--- config.mk ---
export PLATFORM = sky130hd
export DESIGN_NAME = riscv_memory_stage
export DESIGN_NICKNAME = d
export VERILOG_FILES = /design/src/rtl/riscv_memory_stage_pkg.sv /design/src/rtl/riscv_load_extend.sv /design/src/rtl/riscv_memory_stage.sv
export SDC_FILE = /design/constraint.sdc
export NUM_CORES = 1
export LEC_CHECK = 0
export CORE_AREA = 4 4 123 125
export CTS_CLUSTER_SIZE = 16
export DETAILED_ROUTE_END_ITERATION = 7
export DIE_AREA = 0 0 127 129
export GPL_ROUTABILITY_DRIVEN = 0
export HOLD_SLACK_MARGIN = 0.15
export PLACE_DENSITY = 0.82
export SLEW_MARGIN = 0
export SYNTH_ARGS = -nofsm -noshare
export SYNTH_HDL_FRONTEND = slang
export SYNTH_SLANG_ARGS = --single-unit
export TNS_END_PERCENT = 20
--- constraint.sdc ---
create_clock -name i_clk -period 2.5 [get_ports i_clk]
set_input_delay 0.5 -clock i_clk [delete_from_list [all_inputs] [get_ports i_clk]]
set_output_delay 0.5 -clock i_clk [all_outputs]
set_load 0.03 [all_outputs]
--- src/rtl/riscv_memory_stage_pkg.sv ---
// Shared constants and types for the memory stage: datapath width, load/store size codes,
// writeback select codes, FSM states, and byte-enable helpers.
`ifndef XLEN
`define XLEN 32
`endif

package riscv_memory_stage_pkg;

  localparam logic [2:0] LS_B  = 3'b000;
  localparam logic [2:0] LS_H  = 3'b001;
  localparam logic [2:0] LS_W  = 3'b010;
  localparam logic [2:0] LS_BU = 3'b100;
  localparam logic [2:0] LS_HU = 3'b101;

  localparam logic [1:0] RES_ALU = 2'b00;
  localparam logic [1:0] RES_MEM = 2'b01;
  localparam logic [1:0] RES_PC4 = 2'b10;

  typedef enum logic [1:0] {
    SZ_B = 2'd0,
    SZ_H = 2'd1,
    SZ_W = 2'd2
  } size_e;

  typedef enum logic {
    ST_IDLE     = 1'b0,
    ST_WAIT_RSP = 1'b1
  } state_e;

  // Codes outside b/h/bu/hu behave as full-word accesses.
  function automatic size_e decode_size(input logic [2:0] funct3);
    size_e sz;
    case (funct3)
      LS_B, LS_BU: sz = SZ_B;
      LS_H, LS_HU: sz = SZ_H;
      default:     sz = SZ_W;
    endcase
    return sz;
  endfunction

  function automatic logic [3:0] byte_enable(input size_e sz, input logic [1:0] off);
    logic [3:0] be;
    case (sz)
      SZ_B:    be = 4'b0001 << off;
      SZ_H:    be = off[1] ? 4'b1100 : 4'b0011;
      default: be = 4'b1111;
    endcase
    return be;
  endfunction

endpackage

--- src/rtl/riscv_load_extend.sv ---
// Combinational load-data extraction: picks the byte/half at the registered offset
// and sign- or zero-extends it according to funct3.
module riscv_load_extend
  import riscv_memory_stage_pkg::*;
#(
  parameter int unsigned XLEN = `XLEN
) (
  input  logic [XLEN-1:0] rdata_i,
  input  logic [1:0]      offset_i,
  input  logic [2:0]      funct3_i,
  output logic [XLEN-1:0] data_o
);

  logic [7:0]  byte_s;
  logic [15:0] half_s;

  always_comb begin
    byte_s = 8'h00;
    half_s = 16'h0000;
    data_o = rdata_i;
    case (offset_i)
      2'b00:   byte_s = rdata_i[7:0];
      2'b01:   byte_s = rdata_i[15:8];
      2'b10:   byte_s = rdata_i[23:16];
      default: byte_s = rdata_i[31:24];
    endcase
    half_s = offset_i[1] ? rdata_i[31:16] : rdata_i[15:0];
    case (funct3_i)
      LS_B:    data_o = {{(XLEN-8){byte_s[7]}}, byte_s};
      LS_BU:   data_o = {{(XLEN-8){1'b0}}, byte_s};
      LS_H:    data_o = {{(XLEN-16){half_s[15]}}, half_s};
      LS_HU:   data_o = {{(XLEN-16){1'b0}}, half_s};
      default: data_o = rdata_i;
    endcase
  end

endmodule

--- src/rtl/riscv_memory_stage.sv ---
// Memory stage plus M->W pipeline register with a req/gnt/rvalid data-memory port.
// Optional RISCV_MISALIGN_TRAP_EN: misaligned half/word accesses are squashed and flagged on o_misalign_w.
`ifndef XLEN
`define XLEN 32
`endif

module riscv_memory_stage
  import riscv_memory_stage_pkg::*;
#(
  parameter int unsigned XLEN = `XLEN,
  parameter int unsigned N_RD = 5
) (
  input  logic            i_clk,
  input  logic            i_rstn,
  input  logic            i_mem_read_m,
  input  logic            i_mem_write_m,
  input  logic [2:0]      i_funct3_m,
  input  logic [XLEN-1:0] i_alu_result_m,
  input  logic [XLEN-1:0] i_write_data_m,
  input  logic [XLEN-1:0] i_pc_plus_4m,
  input  logic [1:0]      i_result_src_m,
  input  logic [N_RD-1:0] i_rd_m,
  input  logic            i_reg_write_m,
  output logic            o_dmem_req,
  output logic            o_dmem_we,
  output logic [XLEN-1:0] o_dmem_addr,
  output logic [3:0]      o_dmem_be,
  output logic [XLEN-1:0] o_dmem_wdata,
  input  logic            i_dmem_gnt,
  input  logic            i_dmem_rvalid,
  input  logic [XLEN-1:0] i_dmem_rdata,
  output logic            o_stall_m,
  output logic [XLEN-1:0] o_alu_result_w,
  output logic [XLEN-1:0] o_read_data_w,
  output logic [XLEN-1:0] o_pc_plus_4w,
  output logic [1:0]      o_result_src_w,
  output logic [N_RD-1:0] o_rd_w,
  output logic            o_reg_write_w
`ifdef RISCV_MISALIGN_TRAP_EN
  ,
  output logic            o_misalign_w
`endif
);

  state_e          state_q, state_d;
  logic [1:0]      offset_q;
  logic [XLEN-1:0] alu_result_q, read_data_q, pc_plus_4_q;
  logic [1:0]      result_src_q;
  logic [N_RD-1:0] rd_q;
  logic            reg_write_q;
  logic            misalign_q;

  logic            access_s, misalign_s, req_s, stall_s, load_done_s;
  logic [1:0]      off_s;
  size_e           size_s;
  logic [XLEN-1:0] wdata_s, ext_data_s;

  assign access_s = i_mem_read_m | i_mem_write_m;
  assign off_s    = i_alu_result_m[1:0];
  assign size_s   = decode_size(i_funct3_m);

`ifdef RISCV_MISALIGN_TRAP_EN
  assign misalign_s = access_s & (((size_s == SZ_H) & off_s[0]) |
                                  ((size_s == SZ_W) & (off_s != 2'b00)));
`else
  assign misalign_s = 1'b0;
`endif

  // Handshake decode; a granted store retires immediately, a granted load waits for rvalid.
  always_comb begin
    req_s       = 1'b0;
    stall_s     = 1'b0;
    load_done_s = 1'b0;
    state_d     = state_q;
    case (state_q)
      ST_IDLE: begin
        if (access_s && !misalign_s) begin
          req_s   = i_rstn;
          stall_s = !(i_dmem_gnt && i_mem_write_m);
          state_d = (i_dmem_gnt && !i_mem_write_m) ? ST_WAIT_RSP : ST_IDLE;
        end else begin
          state_d = ST_IDLE;
        end
      end
      ST_WAIT_RSP: begin
        stall_s     = !i_dmem_rvalid;
        load_done_s = i_dmem_rvalid;
        state_d     = i_dmem_rvalid ? ST_IDLE : ST_WAIT_RSP;
      end
      default: state_d = ST_IDLE;
    endcase
  end

  // Replicate the store byte/half so every enabled lane carries it.
  always_comb begin
    case (size_s)
      SZ_B:    wdata_s = {4{i_write_data_m[7:0]}};
      SZ_H:    wdata_s = {2{i_write_data_m[15:0]}};
      default: wdata_s = i_write_data_m;
    endcase
  end

  assign o_dmem_req   = req_s;
  assign o_dmem_we    = i_mem_write_m;
  assign o_dmem_addr  = {i_alu_result_m[XLEN-1:2], 2'b00};
  assign o_dmem_be    = byte_enable(size_s, off_s);
  assign o_dmem_wdata = wdata_s;
  assign o_stall_m    = stall_s;

  riscv_load_extend #(.XLEN(XLEN)) u_load_extend (
    .rdata_i  (i_dmem_rdata),
    .offset_i (offset_q),
    .funct3_i (i_funct3_m),
    .data_o   (ext_data_s)
  );

  // FSM state, accepted-offset capture and the W pipeline register (bubble while stalled).
  always_ff @(posedge i_clk or negedge i_rstn) begin
    if (!i_rstn) begin
      state_q      <= ST_IDLE;
      offset_q     <= 2'b00;
      alu_result_q <= '0;
      read_data_q  <= '0;
      pc_plus_4_q  <= '0;
      result_src_q <= 2'b00;
      rd_q         <= '0;
      reg_write_q  <= 1'b0;
      misalign_q   <= 1'b0;
    end else begin
      state_q <= state_d;
      if (state_q == ST_IDLE && req_s && i_dmem_gnt && !i_mem_write_m) begin
        offset_q <= off_s;
      end else begin
        offset_q <= offset_q;
      end
      if (stall_s) begin
        reg_write_q <= 1'b0;
        misalign_q  <= 1'b0;
      end else begin
        alu_result_q <= i_alu_result_m;
        pc_plus_4_q  <= i_pc_plus_4m;
        result_src_q <= i_result_src_m;
        rd_q         <= i_rd_m;
        reg_write_q  <= i_reg_write_m & ~misalign_s;
        misalign_q   <= misalign_s;
      end
      if (load_done_s) begin
        read_data_q <= ext_data_s;
      end else begin
        read_data_q <= read_data_q;
      end
    end
  end

  assign o_alu_result_w = alu_result_q;
  assign o_read_data_w  = read_data_q;
  assign o_pc_plus_4w   = pc_plus_4_q;
  assign o_result_src_w = result_src_q;
  assign o_rd_w         = rd_q;
  assign o_reg_write_w  = reg_write_q;
`ifdef RISCV_MISALIGN_TRAP_EN
  assign o_misalign_w   = misalign_q;
`else
  logic unused_s;
  assign unused_s = misalign_q;
`endif

endmodule
==> results.sh <==
export IMPL_numCtsBuffers=9
export IMPL_maxCapViolCount=0
export IMPL_crit_path_start="i_funct3_m[0]"
export IMPL_grt_first_pass_wirelength_microns=25600
export IMPL_ys_seq_area_share_pct=50.0
export IMPL_insertion_delay_ps=340
export IMPL_synth_compound_area_share_pct=7.34
export IMPL_grt_use_total_pct=19.6
export IMPL_status="completed"
export IMPL_synth_xor_area_share_pct=0
export IMPL_place_hpwl_microns=13700
export IMPL_ys_types=43
export IMPL_final_period_utilization_pct=96.6
export IMPL_antenna_found_initial=1
export IMPL_tightest_slew_ps=623
export IMPL_drcViolationCount=0
export IMPL_min_from="o_pc_plus_4w[25]$_DFFE_PN0N_"
export IMPL_final_cell_mix="292 x clkdlybuf4s50_1, 107 x dfrtp_1, 91 x mux2_2"
export IMPL_synth_simple_area_share_pct=10.2
export IMPL_clockBufferDepth=2
export IMPL_ant_nets=0
export IMPL_critPathMaxStageDelay_ps=440
export IMPL_cts_sinks=107
export IMPL_viasPerCell=4.99
export IMPL_finalMaxSlewViolations=0
export IMPL_synthAdderAreaFrac_pct=0
export IMPL_syn_cell_area_sq_um=5350
export IMPL_dieWidth_microns=127
export IMPL_num_rows=43
export IMPL_fin_hold_ws_ps=485
export IMPL_setup_worst_path_end_class="output port"
export IMPL_fin_nets=882
export IMPL_synth_top_family_by_area="multiplexers"
export IMPL_ir_drop_v=0.000321
export IMPL_yosys_warnings=0
export IMPL_path_clk_slew_ps=70
export IMPL_path_cells="clkdlybuf4s50_1 -> nor2_2 -> buf_4 -> mux2_2 -> dlygate4sd2_1"
export IMPL_syn_inst=462
export IMPL_tns_ps=0
export IMPL_postCtsSetupBuffers=0
export IMPL_ios=320
export IMPL_synth_flop_cell="dfrtp_1"
export IMPL_synth_area_leaders="dfrtp_1 50%, mux2_2 19%, buf_4 6.3%, nand2_1 3.2%, nand3_1 3.0%"
export IMPL_die_h_microns=129
export IMPL_vias=4594
export IMPL_crit_arrival_ps=1920
export IMPL_synth_mux_area_fraction_pct=22.7
export IMPL_finalHoldViolCount=0
export IMPL_start_util_pct=38.6
export IMPL_grt_pass1_vias=4878
export IMPL_cp_required_ps=2000
export IMPL_setup_violations=0
export IMPL_drive_above_1_share_pct=20.1
export IMPL_synth_top_area_share_pct=50.0
export IMPL_firstDrtPassIters=4
export IMPL_ys_ff_latch=107
export IMPL_dp_cells=905
export IMPL_portBuffers=317
export IMPL_dieArea_sq_um=16400
export IMPL_worstSetupPathType="in -> out"
export IMPL_drt_iter0_drc=252
export IMPL_leakagePower_nw=3.62
export IMPL_dpl_cell_area_sq_um=8370
export IMPL_cts_tree="done"
export IMPL_design_area_sq_um=8650
export IMPL_syn2layout_area_growth_pct=61.6
export IMPL_gr_total_overflow=0
export IMPL_final_util_pct=62.3
export IMPL_layout_commonest_cell="clkdlybuf4s50_1"
export IMPL_min_period_ps=2420
export IMPL_synth_edf_count=0
export IMPL_skew_ps=11.3
export IMPL_routed_wirelength_microns=16800
export IMPL_fin_cells=921
export IMPL_avgRoutedWirePerCell_microns=18.2
export IMPL_max_freq_ghz=0.414
export IMPL_rr_startpoint="offset_q[0]$_DFFE_PN0P_"
export IMPL_synth_top_area_cell="dfrtp_1"
export IMPL_num_antenna_cells=0
export IMPL_coreArea_sq_um=13900
export IMPL_rsz0062_at_grt="false"
export IMPL_clockRootBuffer="clkbuf_16"
export IMPL_async_reset_ff_share_pct=100
export IMPL_hp_class="reg -> reg"
export IMPL_powerDensity_nw_per_um2=736
export IMPL_critPathSlowestCell="clkdlybuf4s50_1"
export IMPL_htree_levels=3
export IMPL_startpoint_type="input port"
export IMPL_grt_max_degree=63
export IMPL_postSynthAreaPerCell_sq_um=11.6
export IMPL_slew_headroom_pct=58.5
export IMPL_cp_max_fo=5
-- critical path: cells and delay by family --
family / cells / cell delay, ps
buffers and inverters: 3 / 950
muxes: 1 / 330
and+or+nand+nor: 1 / 140
-- worst paths after layout --
check,end,slack [ps],cells after the start
setup reg to reg,o_read_data_w[11]$_DFFE_PN0P_,710,4
hold reg to reg,o_pc_plus_4w[25]$_DFFE_PN0N_,490,1
max in group asynchronous,o_pc_plus_4w[8]$_DFFE_PN0N_,1080,3
min in group asynchronous,o_alu_result_w[15]$_DFFE_PN0N_,540,2
setup / recovery,o_dmem_wdata[10],80,5
hold / removal,o_pc_plus_4w[25]$_DFFE_PN0N_,490,1
-- synthesized netlist by cell type (all sizes together), types with 2 or more instances --
master and number:
and2 2, o22ai 2, a22oi 8, dfrtp 107, nand3 32, nor2 13, and3 2, clkbuf 7
nand2b 4, nand2 47, a21o 2, a31o 2, nor4bb 3, a31oi 4, inv 4, buf 63
a221o 3, a21oi 9, mux2i 12, nor2b 2, nor3 3, o21ai 23, mux2 97
-- flip-flops by register name (all words and copies together) (netlist names) --
register	flops
o_alu_result_w	32
o_pc_plus_4w	32
o_rd_w	5
o_read_data_w	32
o_reg_write_w	1
o_result_src_w	2
offset_q	2
state_q	1
-- cells by family after synthesis --
logic type,Yosys count
other cells,1
mux,109
flops,107
simple gates,112
compound gates,59
buf+inv,74
-- report_power, final --
group	internal (mW)	switching, mW	leakage (nW)
clock	0.703	0.628	0.131
combinational	1.27	1.48	2.22
sequential	2.08	0.203	1.27
total	4.05	2.31	3.62
-- layout make-up --
type | count | area [sq um]
clock buffer | 10 | 239
clock inverter | 5 | 37.5
fill | 1062 | 5240
inverter | 4 | 15.0
multi-input combinational | 282 | 2160
sequential | 107 | 2680
tap | 180 | 225
timing repair buffer | 333 | 3290
-- per-stage QoR --
step / total power, mW / setup slack (ps)
after global placement: 5.04 / -142
after global routing: 6.64 / 1.89
after floorplan: 3.84 / 177
after detailed placement: 5.10 / -164
final: 6.36 / 85.0
after CTS: 6.44 / 26.9
-- repair_timing --
item,in CTS,in global routing
endpoints found under the hold margin,13,0
gates resized for setup,7,3
hold buffers,1,0
setup endpoints to repair,7,3
pin swaps,0,0
-- layer usage --
metal	part of all wire, %	up-vias	routed length (microns)	global-route usage [%]
met5	0.048	-	8	0
met4	1.9	2	323	5.62
met3	9.6	19	1610	6.23
met2	55	236	9260	39.0
met1	33	2205	5560	19.4
li1	-	2132	-	-
(Power assumes the default switching activity.)
